## src/rtl/entity_coord_scheduler.sv

```systemverilog
`timescale 1ns/1ps
// Per-frame scheduler sharing one polar->screen converter across entity slots.
// Define SHADOW_TABLE_EN for a double-buffered table swapped at end of scan.
module entity_coord_scheduler #(
   parameter int N_ENT    = 8,
   parameter int IDX_W    = 3,
   parameter int LAT      = 1,
   parameter int V_ACTIVE = 480
) (
   input  logic             CLK,
   input  logic             RST,
   input  logic [9:0]       hc,
   input  logic [9:0]       vc,
   output logic [IDX_W-1:0] polar_idx,
   input  logic [8:0]       polar_distance,
   input  logic [3:0]       polar_angle,
   input  logic             polar_alive,
   output logic [8:0]       cv_distance,
   output logic [3:0]       cv_angle,
   input  logic [9:0]       cv_x,
   input  logic [9:0]       cv_y,
   input  logic [IDX_W-1:0] rd_idx,
   output logic [9:0]       rd_x,
   output logic [9:0]       rd_y,
   output logic             rd_alive,
   output logic             busy,
   output logic             done,
   output logic             overrun
);

   typedef enum logic [1:0] {
      S_IDLE,
      S_ISSUE,
      S_WAIT,
      S_STORE
   } state_t;

   state_t           state;
   state_t           state_nxt;
   logic [IDX_W-1:0] slot;
   logic [IDX_W-1:0] slot_nxt;
   logic [2:0]       wcnt;
   logic [2:0]       wcnt_nxt;
   logic             trig;
   logic             ld_cv;
   logic             wr;
   logic             wr_live;
   logic             adv;
   logic             last;

   assign trig      = (hc == 10'd0) && (vc == 10'(V_ACTIVE));
   assign busy      = (state != S_IDLE);
   assign polar_idx = slot;

   always_comb begin
      state_nxt = state;
      slot_nxt  = slot;
      wcnt_nxt  = wcnt;
      ld_cv     = 1'b0;
      wr        = 1'b0;
      wr_live   = 1'b0;
      adv       = 1'b0;
      last      = 1'b0;
      unique case (state)
         S_IDLE: begin
            if (trig) begin
               slot_nxt  = '0;
               state_nxt = S_ISSUE;
            end
         end
         S_ISSUE: begin
            if (polar_alive) begin
               ld_cv     = 1'b1;
               wcnt_nxt  = '0;
               state_nxt = S_WAIT;
            end else begin
               wr  = 1'b1;
               adv = 1'b1;
            end
         end
         S_WAIT: begin
            if (wcnt == 3'(LAT - 1)) state_nxt = S_STORE;
            else wcnt_nxt = wcnt + 3'd1;
         end
         S_STORE: begin
            wr      = 1'b1;
            wr_live = 1'b1;
            adv     = 1'b1;
         end
         default: state_nxt = S_IDLE;
      endcase
      // slot advance folds into the same edge as the table write
      if (adv) begin
         if (slot == IDX_W'(N_ENT - 1)) begin
            last      = 1'b1;
            state_nxt = S_IDLE;
         end else begin
            slot_nxt  = slot + IDX_W'(1);
            state_nxt = S_ISSUE;
         end
      end
   end

   always_ff @(posedge CLK) begin
      if (RST) begin
         state       <= S_IDLE;
         slot        <= '0;
         wcnt        <= '0;
         cv_distance <= '0;
         cv_angle    <= '0;
         done        <= 1'b0;
         overrun     <= 1'b0;
      end else begin
         state   <= state_nxt;
         slot    <= slot_nxt;
         wcnt    <= wcnt_nxt;
         done    <= last;
         overrun <= trig && (state != S_IDLE);
         if (ld_cv) begin
            cv_distance <= polar_distance;
            cv_angle    <= polar_angle;
         end
      end
   end

`ifdef SHADOW_TABLE_EN
   logic [9:0]       tx [2][N_ENT];
   logic [9:0]       ty [2][N_ENT];
   logic [N_ENT-1:0] ta [2];
   logic             front;
   logic             back;

   assign back = ~front;

   always_ff @(posedge CLK) begin
      if (RST) begin
         front <= 1'b0;
         for (int b = 0; b < 2; b++) begin
            ta[b] <= '0;
            for (int i = 0; i < N_ENT; i++) begin
               tx[b][i] <= '0;
               ty[b][i] <= '0;
            end
         end
      end else begin
         if (wr) begin
            ta[back][slot] <= wr_live;
            if (wr_live) begin
               tx[back][slot] <= cv_x;
               ty[back][slot] <= cv_y;
            end
         end
         if (last) front <= back;
      end
   end

   assign rd_x     = tx[front][rd_idx];
   assign rd_y     = ty[front][rd_idx];
   assign rd_alive = ta[front][rd_idx];
`else
   logic [9:0]       tx [N_ENT];
   logic [9:0]       ty [N_ENT];
   logic [N_ENT-1:0] ta;

   always_ff @(posedge CLK) begin
      if (RST) begin
         ta <= '0;
         for (int i = 0; i < N_ENT; i++) begin
            tx[i] <= '0;
            ty[i] <= '0;
         end
      end else if (wr) begin
         ta[slot] <= wr_live;
         if (wr_live) begin
            tx[slot] <= cv_x;
            ty[slot] <= cv_y;
         end
      end
   end

   assign rd_x     = tx[rd_idx];
   assign rd_y     = ty[rd_idx];
   assign rd_alive = ta[rd_idx];
`endif

endmodule

```

## config.mk

```make
export PLATFORM = sky130hd
export DESIGN_NAME = entity_coord_scheduler
export DESIGN_NICKNAME = d
export VERILOG_FILES = /design/src/rtl/entity_coord_scheduler.sv
export SDC_FILE = /design/constraint.sdc
export NUM_CORES = 1
export LEC_CHECK = 0
export ABC_CLOCK_PERIOD_IN_PS = 3600
export CAP_MARGIN = 20
export CORE_MARGIN = 2
export CORE_UTILIZATION = 55
export DETAILED_ROUTE_END_ITERATION = 12
export GPL_TIMING_DRIVEN = 0
export PLACE_DENSITY = 0.79
export SLEW_MARGIN = 0
export SYNTH_ARGS = -nofsm -noshare
export SYNTH_HDL_FRONTEND = slang
export SYNTH_SLANG_ARGS = --single-unit
```

## constraint.sdc

```tcl
create_clock -name CLK -period 3.6 [get_ports CLK]
set_input_delay 0.54 -clock CLK [delete_from_list [all_inputs] [get_ports CLK]]
set_output_delay 0.54 -clock CLK [all_outputs]
set_load 0.01 [all_outputs]
```

# Word-level counts from Yosys, hierarchy flattened

Memories as Yosys holds them, arrays and structs flattened.
Cells that the tools add are included.
Widths: inputs -> output; s select.

Add/subtract/negate cells: 2
$lt $le $gt $ge: 3
Eq/ne operators: 10
Multiplexer cells: 36
Bitwise logic cells: 1
Reductions and logical operators: 14

Operators by type and width:

| cell                | count |
|---|---|
| $mux 3              | 8 |
| $mux 10             | 2 |
| $reduce_or 10->1    | 2 |
| $mux 1              | 16 |
| $eq 10x9->1 const B | 1 |
| $logic_not 10->1    | 1 |
| $ne 3x3->1 const B  | 3 |
| $bwmux 8            | 1 |
| $lt 3x4->1 const B  | 2 |
| $mux 2              | 4 |
| $add 3x1->3 const B | 2 |
| $pmux 2 s3          | 1 |
| $pmux 3 s2          | 1 |
| $eq 2x2->1 const B  | 2 |
| $ne 2x2->1 const B  | 2 |
| $reduce_and 4->1    | 1 |
| $reduce_bool 2->1   | 2 |
| $reduce_bool 4->1   | 1 |
| $bmux 1 s3          | 1 |
| $demux 1 s3         | 1 |
| $eq 3x3->1 const B  | 1 |
| $ge 3x1->1 const B  | 1 |
| $logic_and 1x1->1   | 3 |
| $logic_not 3->1     | 1 |
| 6 further kinds     | 6 |

Flip-flop bits (word level): 31
Memory bits (writable): 160
Logic and storage cells: 76
Memories kept: 2

Memory list:

| memory | words | width | read ports | clocked after Yosys merged registers in | write ports | RTL line | RTL |
|---|---|---|---|---|---|---|---|
| tx     | 8     | 10    | 1          | 0                                       | 8           | 161      | `logic [9:0] tx [N_ENT];` |
| ty     | 8     | 10    | 1          | 0                                       | 8           | 162      | `logic [9:0] ty [N_ENT];` |

# Longest topological paths before layout

Depth after elaboration: 8
Depth in mapped cells: 7

# Worst setup path after synthesis

No wires, ideal clock.

Path type: in2reg
Start point: in RST
End point: mem tx[7][0] (enable)
Setup time: 425 ps
Arrival: 2443 ps
Slack: 732 ps
Stages on the path: 5
Path buffers: 2
Path through: clkbuf_1 inv_1 nand2_1 buf_2 o21ai_0

RTL lines:

| element     | RTL line | RTL |
|---|---|---|
| from (decl) | 11       | `input logic RST,` |
| to (decl)   | 161      |  |

# Worst setup path in the final report

Start point: in rd_idx[2]
End point: out rd_y[8]

Word-level cells in the longest chain between the ends: 1

Ends and longest elaborated chain:

| element      | RTL line | RTL |
|---|---|---|
| from (decl)  | 22       | `input logic [IDX_W-1:0] rd_idx,` |
| $mem_v2 8x10 | n/a      |  |
| to (decl)    | 24       | `output logic [9:0] rd_y,` |

Every way passes these cells.

==> run metrics <==
run status finished, final reports clean; Final Max Tran Viols 0; post-synthesis area per instance 14.5 um2; P_leak 4.01 nW; PwrDens 464 mW/mm2; CP max stage delay 0.66 ns; Max Clk Rate 303 MHz; design area 0.0108 mm2; first drt pass iteration count 5; CP Class in -> out; synth-to-layout area growth 22.3%; H-tree depth 4; Peak VDD IR 0.403 mV; commonest non-fill, non-tap cell in the layout and2_1; Via Count 5533; worst-path cell chain clkdlybuf4s50_1 -> clkbuf_1 -> mux2_2 -> clkdlybuf4s50_1; Mapped Cells 607; NumNets Final 794; maxcap violations 0; Post-CTS Resized 0; placer congestion estimate 0.879; clk slew on worst S/H paths 0.07 ns; Post-Syn Area 0.00883 mm2; Worst Max-Slew Pin Slew 0.819 ns; critical path required time 3.06 ns; DRC Markers 0; asr flop ratio synth 0%; Post-synth EDFFs 160; Yosys cell types 41; crit path capture type output pin; Yosys warning count 0; Synth top area share 54.4%; Worst setup SP type input pin; Worst R2R Start state[0]$_SDFFE_PP0P_; syn_nets 675; placed inst area 0.0102 mm2; Clock Latency Late Sink 0.44 ns; die area 0.0171 mm2; largest net degree at the start of global routing 21; Worst setup startpoint rd_idx[2]; via/cell ratio 5.79; Seq cells post-synth 191; total congestion overflow 0; Synth Flop Type edfxtp_1; die height 131 um; first-pass GRT wire length 31.6 mm; Antenna Nets Post-Route 0; Core ar. 0.0158 mm2; I/O Buffers 95; Starting Density 56.0%; crit path DAT 2.76 ns; Top cell by count, worst path clkdlybuf4s50_1; min Tclk post-route 3.30 ns; share of post-route cells with drive strength above 1 12.3%; Inserted Diodes 0; endpoints failing hold 0; Avg WL per Cell 21.7 um; vias in the first global route 5686; DP HPWL 13.4 mm; most frequent cells in the layout 161 x and2_1, 160 x edfxtp_1, 95 x clkdlybuf4s50_1, 36 x nand2_1; initial antenna violation count 0; Worst Skew 0.00790 ns; final total power 5.00 mW; Die Width 131 um; RSZ-0062 raised after global routing false; slew margin rel. 45.4%; CP Max Fanout 10; GR Util All Layers 25.6%; Finish-stage setup viols 0; DR iter-0 viols 449; clock sinks 191; clock buffer depth 2; slowest stage cell, crit path clkbuf_1; Root Buffer clkbuf_16; HP Start cv_distance[4]$_SDFFE_PP0P_; pre-CTS setup slack 0.364 ns; Routed Wire Length 20.7 mm; Post-CTS Setup Inserts 0; Seq/Total Area, Yosys 61.4%; post-route clock period utilization 91.7%; row count 46; CTS tree done; area leader, netlist edfxtp_1; HP Class reg -> reg; ranking of synthesized cells by area edfxtp_1 54%, and2_1 11%, mux4_1 9.2%, dfxtp_1 7.0%, mux2_2 2.8%; CTS Hold Bufs 0; I/O pin cnt 99; final worst-path setup slack 0.298 ns; number of buffers created by CTS 17
## metrics by stage
step	hold WS (ns)	std cells	TNS (ns)	utilization, %
final	0.459	955	0	68.5
after global routing	0.480	955	0	68.5
after CTS	0.462	955	0	68.5
after detailed placement	0.453	923	0	64.6
after global placement	0.443	918	-59.47	63.7
after floorplan	0.435	607	0	-
## cell type report
type                       count  area (um2)
buffer                        41         201
clock buffer                  22         464
clock inverter                10         138
fill                        1089        4970
inverter                       6        22.5
multi-input combinational    369        3200
sequential                   191        5430
tap                          216         270
timing repair buffer         100        1080
## power by group
part | switching (mW) | total [mW] | internal [mW]
sequential | 0.0364 | 2.51 | 2.47
clock | 0.805 | 1.93 | 1.13
combinational | 0.283 | 0.565 | 0.281
## worst paths after layout
| path | endpoint | slack, ns | depth (start not counted) |
|---|---|---|---|
| hold / removal | cv_distance[4]$_SDFFE_PP0P_ | 0.46 | 2 |
| setup reg to reg | ty[4][6]$_SDFFCE_PN0P_ | 1.17 | 4 |
| hold reg to reg | cv_distance[4]$_SDFFE_PP0P_ | 0.46 | 2 |
| setup / recovery | rd_y[8] | 0.30 | 4 |
## per-layer routing
layer / track usage (%) / routed length (um) / up-vias
met1: 33.4 / 8500 / 2724
li1: - / - / 2500
met5: 0 / 0 / -
met3: 4.97 / 1420 / 35
met4: 9.45 / 361 / 0
met2: 43.2 / 10500 / 274
## logic make-up (layout without fill, tap and decap cells)
logic type / after synthesis / in the layout / share of synthesized area (%)
flip-flops: 191 / 191 / 61.4
AO/OA/AOI/OAI: 45 / 45 / 3.02
AND/OR/NAND/NOR: 247 / 247 / 16.5
adder cells (fa/ha/maj): 9 / 9 / 1.28
multiplexers: 66 / 66 / 15.1
buffers and inverters: 47 / 179 / 2.54
XOR/XNOR: 2 / 2 / 0.198
## critical path: cells and delay by family
kind                   cells  cell delay [ns]
buffers and inverters      3             1.78
multiplexers               1             0.44
## synthesized netlist by cell type (2+ instances only)
library cell and number:
buf_2 6, dfxtp_1 31, a22oi_1 3, o41ai_1 3
nand3b_1 4, edfxtp_1 160, nand2_1 36, o21ai_0 12
nand4b_1 4, inv_1 6, nand3_1 2, nor4_1 5
mux4_2 11, ha_1 9, mux4_1 31, mux2_2 22
buf_6 5, xnor2_1 2, clkbuf_2 2, a21oi_1 20
or2_2 3, nand4_1 2, nor3b_1 3, nor2_1 16
and2_1 161, clkbuf_1 28, mux2i_1 2, a2bb2oi_1 3
and3_1 3
## flip-flops by register name, indices dropped and copies added, names as in the netlist
name,cells
state,2
wcnt,3
tx,80
ty,80
overrun,1
cv_angle,4
done,1
ta,8
polar_idx,3
cv_distance,9
Note: power is estimated with default switching activity, not from simulation.
